===== config.mk =====
export PLATFORM = sky130hd
export DESIGN_NAME = nes_pad_responder_flat
export DESIGN_NICKNAME = d
export VERILOG_FILES = /design/src/rtl/nes_pkg.sv /design/src/rtl/nes_pad_responder_if.sv /design/src/rtl/nes_sync_edge.sv /design/src/rtl/nes_pad_responder.sv /design/src/flat_wrapper.sv
export SDC_FILE = /design/constraint.sdc
export NUM_CORES = 1
export LEC_CHECK = 0
export CAP_MARGIN = 20
export CORE_MARGIN = 3
export CORE_UTILIZATION = 40
export CTS_BUF_LIST = sky130_fd_sc_hd__clkbuf_4 sky130_fd_sc_hd__clkbuf_8 sky130_fd_sc_hd__clkbuf_16
export CTS_CLUSTER_SIZE = 14
export DETAILED_ROUTE_END_ITERATION = 8
export GPL_ROUTABILITY_DRIVEN = 0
export GPL_TIMING_DRIVEN = 0
export PLACE_DENSITY = 0.66
export SLEW_MARGIN = 20
export SYNTH_ARGS = -nofsm -noshare
export SYNTH_HDL_FRONTEND = slang
export SYNTH_SLANG_ARGS = --single-unit

===== constraint.sdc =====
create_clock -name clk -period 2.1 [get_ports clk]
set_input_delay 0.42 -clock clk [delete_from_list [all_inputs] [get_ports clk]]
set_output_delay 0.42 -clock clk [all_outputs]
set_load 0.02 [all_outputs]

===== src/rtl/nes_pkg.sv =====
// Shared definitions for the NES controller responder.
// Latency: n/a (types and constants only).
// Backpressure: n/a.
package nes_pkg;

  // Number of serial button bits in one frame.
  localparam int NES_BITS = 8;

  // Button positions in the parallel button word and in the serial order.
  typedef enum logic [2:0] {
    BTN_A    = 3'd0,
    BTN_B    = 3'd1,
    BTN_SEL  = 3'd2,
    BTN_STRT = 3'd3,
    BTN_UP   = 3'd4,
    BTN_DN   = 3'd5,
    BTN_L    = 3'd6,
    BTN_R    = 3'd7
  } nes_btn_e;

  // Responder frame state.
  typedef enum logic [1:0] {
    ST_IDLE  = 2'd0,
    ST_LOAD  = 2'd1,
    ST_SHIFT = 2'd2,
    ST_TRAIL = 2'd3
  } nes_state_e;

endpackage


===== src/rtl/nes_pad_responder_if.sv =====
// Console-side bundle of the pad responder: control, strobes and serial output.
// Latency: n/a (wiring only).
// Backpressure: none; the console strobes are free-running and never stalled.
// Ports: en, buttons[7:0], latch_in, pulse_in into the responder;
//        data_out, bit_idx[3:0], frame_done, frame_cnt[15:0] out of it.
interface nes_pad_responder_if;
  logic        en;
  logic [7:0]  buttons;
  logic        latch_in;
  logic        pulse_in;
  logic        data_out;
  logic [3:0]  bit_idx;
  logic        frame_done;
  logic [15:0] frame_cnt;

  // Console / bench side.
  modport master (
    output en, buttons, latch_in, pulse_in,
    input  data_out, bit_idx, frame_done, frame_cnt
  );

  // Responder side.
  modport slave (
    input  en, buttons, latch_in, pulse_in,
    output data_out, bit_idx, frame_done, frame_cnt
  );
endinterface


===== src/rtl/nes_sync_edge.sv =====
// Multi-flop synchronizer for an asynchronous strobe plus rising-edge detect.
// Latency: o_level follows i_async after SYNC_STAGES clk edges; o_rise is combinational on o_level.
// Backpressure: none; every input transition is passed through.
// Ports: clk, reset (async, active-high), i_async (raw strobe),
//        o_level (synchronized level), o_rise (one-cycle rising-edge pulse).
module nes_sync_edge #(
  parameter int SYNC_STAGES = 2
) (
  input  logic clk,
  input  logic reset,
  input  logic i_async,
  output logic o_level,
  output logic o_rise
);

  logic [SYNC_STAGES-1:0] r_sync;
  logic                   r_level_d;

  always_ff @(posedge clk or posedge reset) begin
    if (reset) begin
      r_sync    <= '0;
      r_level_d <= 1'b0;
    end else begin
      r_sync    <= {r_sync[SYNC_STAGES-2:0], i_async};
      r_level_d <= r_sync[SYNC_STAGES-1];
    end
  end

  assign o_level = r_sync[SYNC_STAGES-1];
  assign o_rise  = r_sync[SYNC_STAGES-1] & ~r_level_d;

endmodule


===== src/rtl/nes_pad_responder.sv =====
// NES controller emulation: answers console latch/pulse strobes with serial, active-low button data.
// Latency: data_out reflects a pulse_in rise SYNC_STAGES+1 clk cycles later; data_out is registered.
// Backpressure: none; console pulses must be spaced at least 4x the latency apart.
// Ports: clk, reset (async, active-high); bus (slave modport): en, buttons, latch_in, pulse_in in;
//        data_out, bit_idx, frame_done, frame_cnt out.
module nes_pad_responder #(
  parameter int   SYNC_STAGES = 2,    // legal range 2..4
  parameter logic TRAIL_BIT   = 1'b1  // level driven after the last bit
) (
  input  logic                clk,
  input  logic                reset,
  nes_pad_responder_if.slave  bus
);
  import nes_pkg::*;

  localparam logic [3:0] LAST_IDX  = 4'(NES_BITS - 1);
  localparam logic [3:0] TRAIL_IDX = 4'(NES_BITS);

  logic                w_latch_lvl;
  logic                w_latch_rise;
  logic                w_pulse_lvl_unused;
  logic                w_pulse_rise;
  logic [NES_BITS-1:0] w_shreg_next;

  nes_state_e          r_state;
  logic [NES_BITS-1:0] r_shreg;
  logic                r_data_out;
  logic [3:0]          r_bit_idx;
  logic                r_frame_done;
  logic [15:0]         r_frame_cnt;

  nes_sync_edge #(.SYNC_STAGES(SYNC_STAGES)) u_latch_sync (
    .clk     (clk),
    .reset   (reset),
    .i_async (bus.latch_in),
    .o_level (w_latch_lvl),
    .o_rise  (w_latch_rise)
  );

  // Only the edge of the shift clock matters; its level is not consumed.
  nes_sync_edge #(.SYNC_STAGES(SYNC_STAGES)) u_pulse_sync (
    .clk     (clk),
    .reset   (reset),
    .i_async (bus.pulse_in),
    .o_level (w_pulse_lvl_unused),
    .o_rise  (w_pulse_rise)
  );

  // Bit 0 is always the one on the wire; zeros fill from the top.
  assign w_shreg_next = r_shreg >> 1;

  always_ff @(posedge clk or posedge reset) begin
    if (reset) begin
      r_state      <= ST_IDLE;
      r_shreg      <= '0;
      r_data_out   <= 1'b1;
      r_bit_idx    <= '0;
      r_frame_done <= 1'b0;
      r_frame_cnt  <= '0;
    end else begin
      r_frame_done <= 1'b0;
      if (!bus.en) begin
        // Disabled: park idle with the line released; the frame count is kept.
        r_state    <= ST_IDLE;
        r_data_out <= 1'b1;
        r_bit_idx  <= '0;
      end else if (w_latch_rise) begin
        // A latch always restarts the frame, even mid-shift; a same-cycle pulse is dropped.
        r_state    <= ST_LOAD;
        r_shreg    <= bus.buttons;
        r_data_out <= ~bus.buttons[BTN_A];
        r_bit_idx  <= '0;
      end else begin
        case (r_state)
          ST_IDLE: begin
            r_data_out <= 1'b1;
            r_bit_idx  <= '0;
          end
          ST_LOAD: begin
            if (w_latch_lvl) begin
              // Transparent while latched: button A follows the live input.
              r_shreg    <= bus.buttons;
              r_data_out <= ~bus.buttons[BTN_A];
            end else begin
              r_state   <= ST_SHIFT;
              r_bit_idx <= '0;
            end
          end
          ST_SHIFT: begin
            if (w_pulse_rise) begin
              r_shreg <= w_shreg_next;
              if (r_bit_idx == LAST_IDX) begin
                r_state      <= ST_TRAIL;
                r_bit_idx    <= TRAIL_IDX;
                r_data_out   <= TRAIL_BIT;
                r_frame_done <= 1'b1;
                r_frame_cnt  <= r_frame_cnt + 16'd1;
              end else begin
                r_bit_idx  <= r_bit_idx + 4'd1;
                r_data_out <= ~w_shreg_next[0];
              end
            end
          end
          ST_TRAIL: begin
            r_bit_idx  <= TRAIL_IDX;
            r_data_out <= TRAIL_BIT;
          end
          default: begin
            r_state <= ST_IDLE;
          end
        endcase
      end
    end
  end

  assign bus.data_out   = r_data_out;
  assign bus.bit_idx    = r_bit_idx;
  assign bus.frame_done = r_frame_done;
  assign bus.frame_cnt  = r_frame_cnt;

endmodule

===== src/flat_wrapper.sv =====
// flat-port wrapper written by rule: the top's interface ports become plain ports
module nes_pad_responder_flat import nes_pkg::*;
#(
  parameter int   SYNC_STAGES = 2,                       
  parameter logic TRAIL_BIT   = 1'b1                                    
)
  (clk, reset, bus_en, bus_buttons, bus_latch_in, bus_pulse_in, bus_data_out, bus_bit_idx, bus_frame_done, bus_frame_cnt);
  nes_pad_responder_if bus_i ();
  input  logic clk;
  input  logic reset;
  input wire logic [$bits(bus_i.en)-1:0] bus_en;
  input wire logic [$bits(bus_i.buttons)-1:0] bus_buttons;
  input wire logic [$bits(bus_i.latch_in)-1:0] bus_latch_in;
  input wire logic [$bits(bus_i.pulse_in)-1:0] bus_pulse_in;
  output wire logic [$bits(bus_i.data_out)-1:0] bus_data_out;
  output wire logic [$bits(bus_i.bit_idx)-1:0] bus_bit_idx;
  output wire logic [$bits(bus_i.frame_done)-1:0] bus_frame_done;
  output wire logic [$bits(bus_i.frame_cnt)-1:0] bus_frame_cnt;
  assign bus_i.en = bus_en;
  assign bus_i.buttons = bus_buttons;
  assign bus_i.latch_in = bus_latch_in;
  assign bus_i.pulse_in = bus_pulse_in;
  assign bus_data_out = bus_i.data_out;
  assign bus_bit_idx = bus_i.bit_idx;
  assign bus_frame_done = bus_i.frame_done;
  assign bus_frame_cnt = bus_i.frame_cnt;
  nes_pad_responder #(.SYNC_STAGES(SYNC_STAGES), .TRAIL_BIT(TRAIL_BIT)) u_core (.clk(clk), .reset(reset), .bus(bus_i));
endmodule

==> flow_metrics.py <==
metrics = {
    "critical_path": {
        "arrival_ps": 2150,
        "r2r-end": "u_core.bus.frame_cnt[1]",
        "cp-end-kind": "flop",
        "ff2ff_path_depth": 6,
        "ff2ff_setup_slack_ps": 120,
        "path_class": "reg2reg",
        "cp_data_required_time_ps": 2270,
        "crit_path_end": "u_core.bus.frame_cnt[1]",
        "r2r-start": "u_core.r_state[0]",
        "start_kind": "flop",
        "crit_start": "u_core.r_state[0]",
        "path_max_fanout": 10,
    },
    "sta": {
        "setup_tns_ps": 0,
        "fmaxAchievable_mhz": 506,
        "setup_viol": 0,
        "maxSlewHeadroom_pct": 49.6,
        "timing.final.crit_period_ps": 1980,
        "fin_crit_sh_pct": 94.1,
        "fin_worst_skew_ps": 5.29,
        "worst_slack_ps": 123,
        "hold_violations": 0,
        "slew_violations": 0,
        "grt_setup_unrepaired": "false",
        "worst_pin_slew_ps": 755,
    },
    "finish": {
        "areaGrowthSynthToFinish_pct": 27.8,
        "design_area_mm2": 0.00233,
        "regArea_um2": 927,
        "drive_above_1_share_pct": 15.6,
        "multiInputGateArea_um2": 845,
        "fill_cells": 367,
        "diodes": 0,
        "num-nets-final": 218,
    },
    "global_routing": {
        "grt_max_degree": 38,
        "overflow": 0,
        "grt_pass1_vias": 1428,
        "grt_use_total_pct": 15.3,
        "grt_pass1_wl_um": 6350,
        "antenna_found_initial": 0,
    },
    "cts": {
        "path_clk_slew_ps": 70,
        "clock-root-buffer": "clkbuf_8",
        "h-tree-depth": 2,
        "ctsHoldBuffers": 0,
        "cts_tree": "built",
        "worstSkewPairLatency_ps": 290,
        "cts_num_sinks": 37,
        "cts_made_buffers": 5,
        "cts.path.max_buffers": 2,
    },
    "min_path": {
        "min_path_type": "reg2reg",
    },
    "synthesis": {
        "ys_types": 40,
        "synth_fp_nets": 176,
        "synth_edf_count": 0,
        "synthFlopType": "dfrtp_1",
        "synth.area.top_cells": "dfrtp_1 49%, mux2_2 7.4%, xnor2_1 6.7%",
        "ys_seq_elements": 37,
        "synth_area_per_cell_um2": 11.6,
        "synthesis.area_mm2": 0.00183,
        "ys_warn_count": 0,
        "synth_top_cells_by_count": "36 x dfrtp_1, 14 x xnor2_1, 12 x mux2_2",
        "synth_top_area_share_pct": 49.3,
        "synthCells": 157,
        "synth.most_common_cell": "dfrtp_1",
        "synth_area_leader_cell": "dfrtp_1",
        "async_flop_share_pct": 100,
        "yosysSeqAreaShare_pct": 50.8,
    },
    "die": {
        "core_mm2": 0.00420,
        "initial_utilization_pct": 43.5,
        "die_area_mm2": 0.00541,
        "die_h_um": 73.6,
        "die_w_um": 73.6,
        "ioPinCount": 35,
        "rows": 23,
    },
    "placement": {
        "place.port_buffers": 34,
        "place.detailed.hpwl_um": 2710,
        "placed_area_mm2": 0.00223,
        "place_ws_ps": -91.0,
    },
    "drt": {
        "drc": 0,
        "drtAntennaViolNets": 0,
        "first_iter_violations": 90,
        "avgRoutedWirePerCell_um": 14.8,
        "via_count": 1362,
        "wirelength_um": 3690,
        "avgViaCountPerCell": 5.47,
        "firstDrtPassIters": 4,
    },
    "pwr": {
        "combPwrFrac_pct": 13.6,
        "vdd_drop_max_v": 0.000375,
        "internal_power_mw": 1.15,
        "clockPowerShare_pct": 33.6,
        "p_leak_nw": 1.01,
        "swShare_pct": 24.6,
        "pwr-share-seq_pct": 52.8,
        "p_switching_mw": 0.373,
        "pwr_density_cell_mw_per_mm2": 650,
    },
    "run": {
        "cap_viol_max_count": 0,
    },
    "run_status": {
        "outcome": "finished, final reports clean",
    },
}
through the flow:
| step | total power [mW] | utilization [%] | hold slack, ps | cells |
|---|---|---|---|---|
| 3_5_place_dp | 1.02 | 53.1 | 335 | 241 |
| 6_report | 1.52 | 55.6 | 349 | 249 |
| 2_1_floorplan | 0.948 | - | 331 | 157 |
| 3_3_place_gp | 1.01 | 53.1 | 334 | 241 |
| 5_1_grt | 1.59 | 55.6 | 356 | 249 |
| 4_1_cts | 1.54 | 55.2 | 350 | 248 |
critical path, stage by stage, from the launching register on:
cell and delay (ps):
dfrtp_1 430, inv_1 80, ha_1 130, buf_2 200
nand2_1 160, nor4_4 480, mux2_2 390
how the worst min path moves through the flow:
stage                                       start                            end  slack [ps]  cells after the start
floorplan           u_core.u_latch_sync.r_sync[0]  u_core.u_latch_sync.r_sync[1]         330                      0
CTS                 u_core.u_pulse_sync.r_sync[0]  u_core.u_pulse_sync.r_sync[1]         350                      0
finish              u_core.u_pulse_sync.r_sync[0]  u_core.u_pulse_sync.r_sync[1]         350                      0
global placement    u_core.u_latch_sync.r_sync[0]  u_core.u_latch_sync.r_sync[1]         330                      0
global route        u_core.u_latch_sync.r_sync[0]  u_core.u_latch_sync.r_sync[1]         360                      0
detailed placement  u_core.u_latch_sync.r_sync[0]  u_core.u_latch_sync.r_sync[1]         330                      0
layout by cell type (no fill, tap or decap), types with 2 or more instances in the layout:
cell type	instances
a21o_1	2
a21oi_1	10
and3_1	3
and4_1	4
buf_1	2
clkbuf_8	6
clkdlybuf4s50_1	34
dfrtp_1	36
ha_1	6
inv_1	7
mux2_2	12
nand2_1	7
nand3_1	8
nand4_1	7
nor4_4	2
o211ai_1	2
o21ai_0	8
o31ai_1	2
o32ai_1	2
xnor2_1	14
power by group through the flow:
stage / combinational (mW) / sequential, mW / clock [mW]
after floorplan: 0.137 / 0.811 / 0
after global placement: 0.200 / 0.810 / 0
after detailed placement: 0.207 / 0.815 / 0
after CTS: 0.208 / 0.801 / 0.532
after global routing: 0.230 / 0.809 / 0.555
final: 0.206 / 0.802 / 0.510
layout make-up:
type                       count  area share, %
buffer                         6           1.39
sequential                    37           39.7
timing repair buffer          35           14.9
clock buffer                   7           3.86
multi-input combinational    106           36.2
inverter                       8           1.29
tap                           50           2.68
logic make-up after synthesis:
group                    synth area share (%)
AO/OA/AOI/OAI                            11.0
XOR/XNOR                                 7.19
adder cells (fa/ha/maj)                  4.11
buffers and inverters                    3.42
flip-flops                               50.8
multiplexers                             7.40
AND/OR/NAND/NOR                          16.2
what timing repair did:
| action | in CTS | in global routing |
|---|---|---|
| gates resized for setup | 0 | 1 |
| buffers inserted | 0 | 1 |
| setup endpoints to repair | 0 | 15 |
state kept, by name, summed over array words and instances (netlist names):
| register | count |
|---|---|
| u_core.bus.data_out | 1 |
| u_core.u_pulse_sync.r_level_d | 1 |
| u_core.r_shreg | 7 |
| u_core.u_pulse_sync.r_sync | 2 |
| u_core.u_latch_sync.r_sync | 2 |
| u_core.u_latch_sync.r_level_d | 1 |
| u_core.bus.bit_idx | 4 |
| u_core.bus.frame_done | 1 |
| u_core.r_state | 2 |
| u_core.bus.frame_cnt | 16 |
routing by layer:
layer / share of wire [%] / track usage, % / up-vias
li1: - / - / 653
met1: 43 / 18.7 / 666
met2: 50 / 25.5 / 37
met3: 5.3 / 4.10 / 6
met4: 1.6 / 6.04 / 0
met5: 0 / 0 / -
Note: power is estimated with default switching activity, not from simulation.
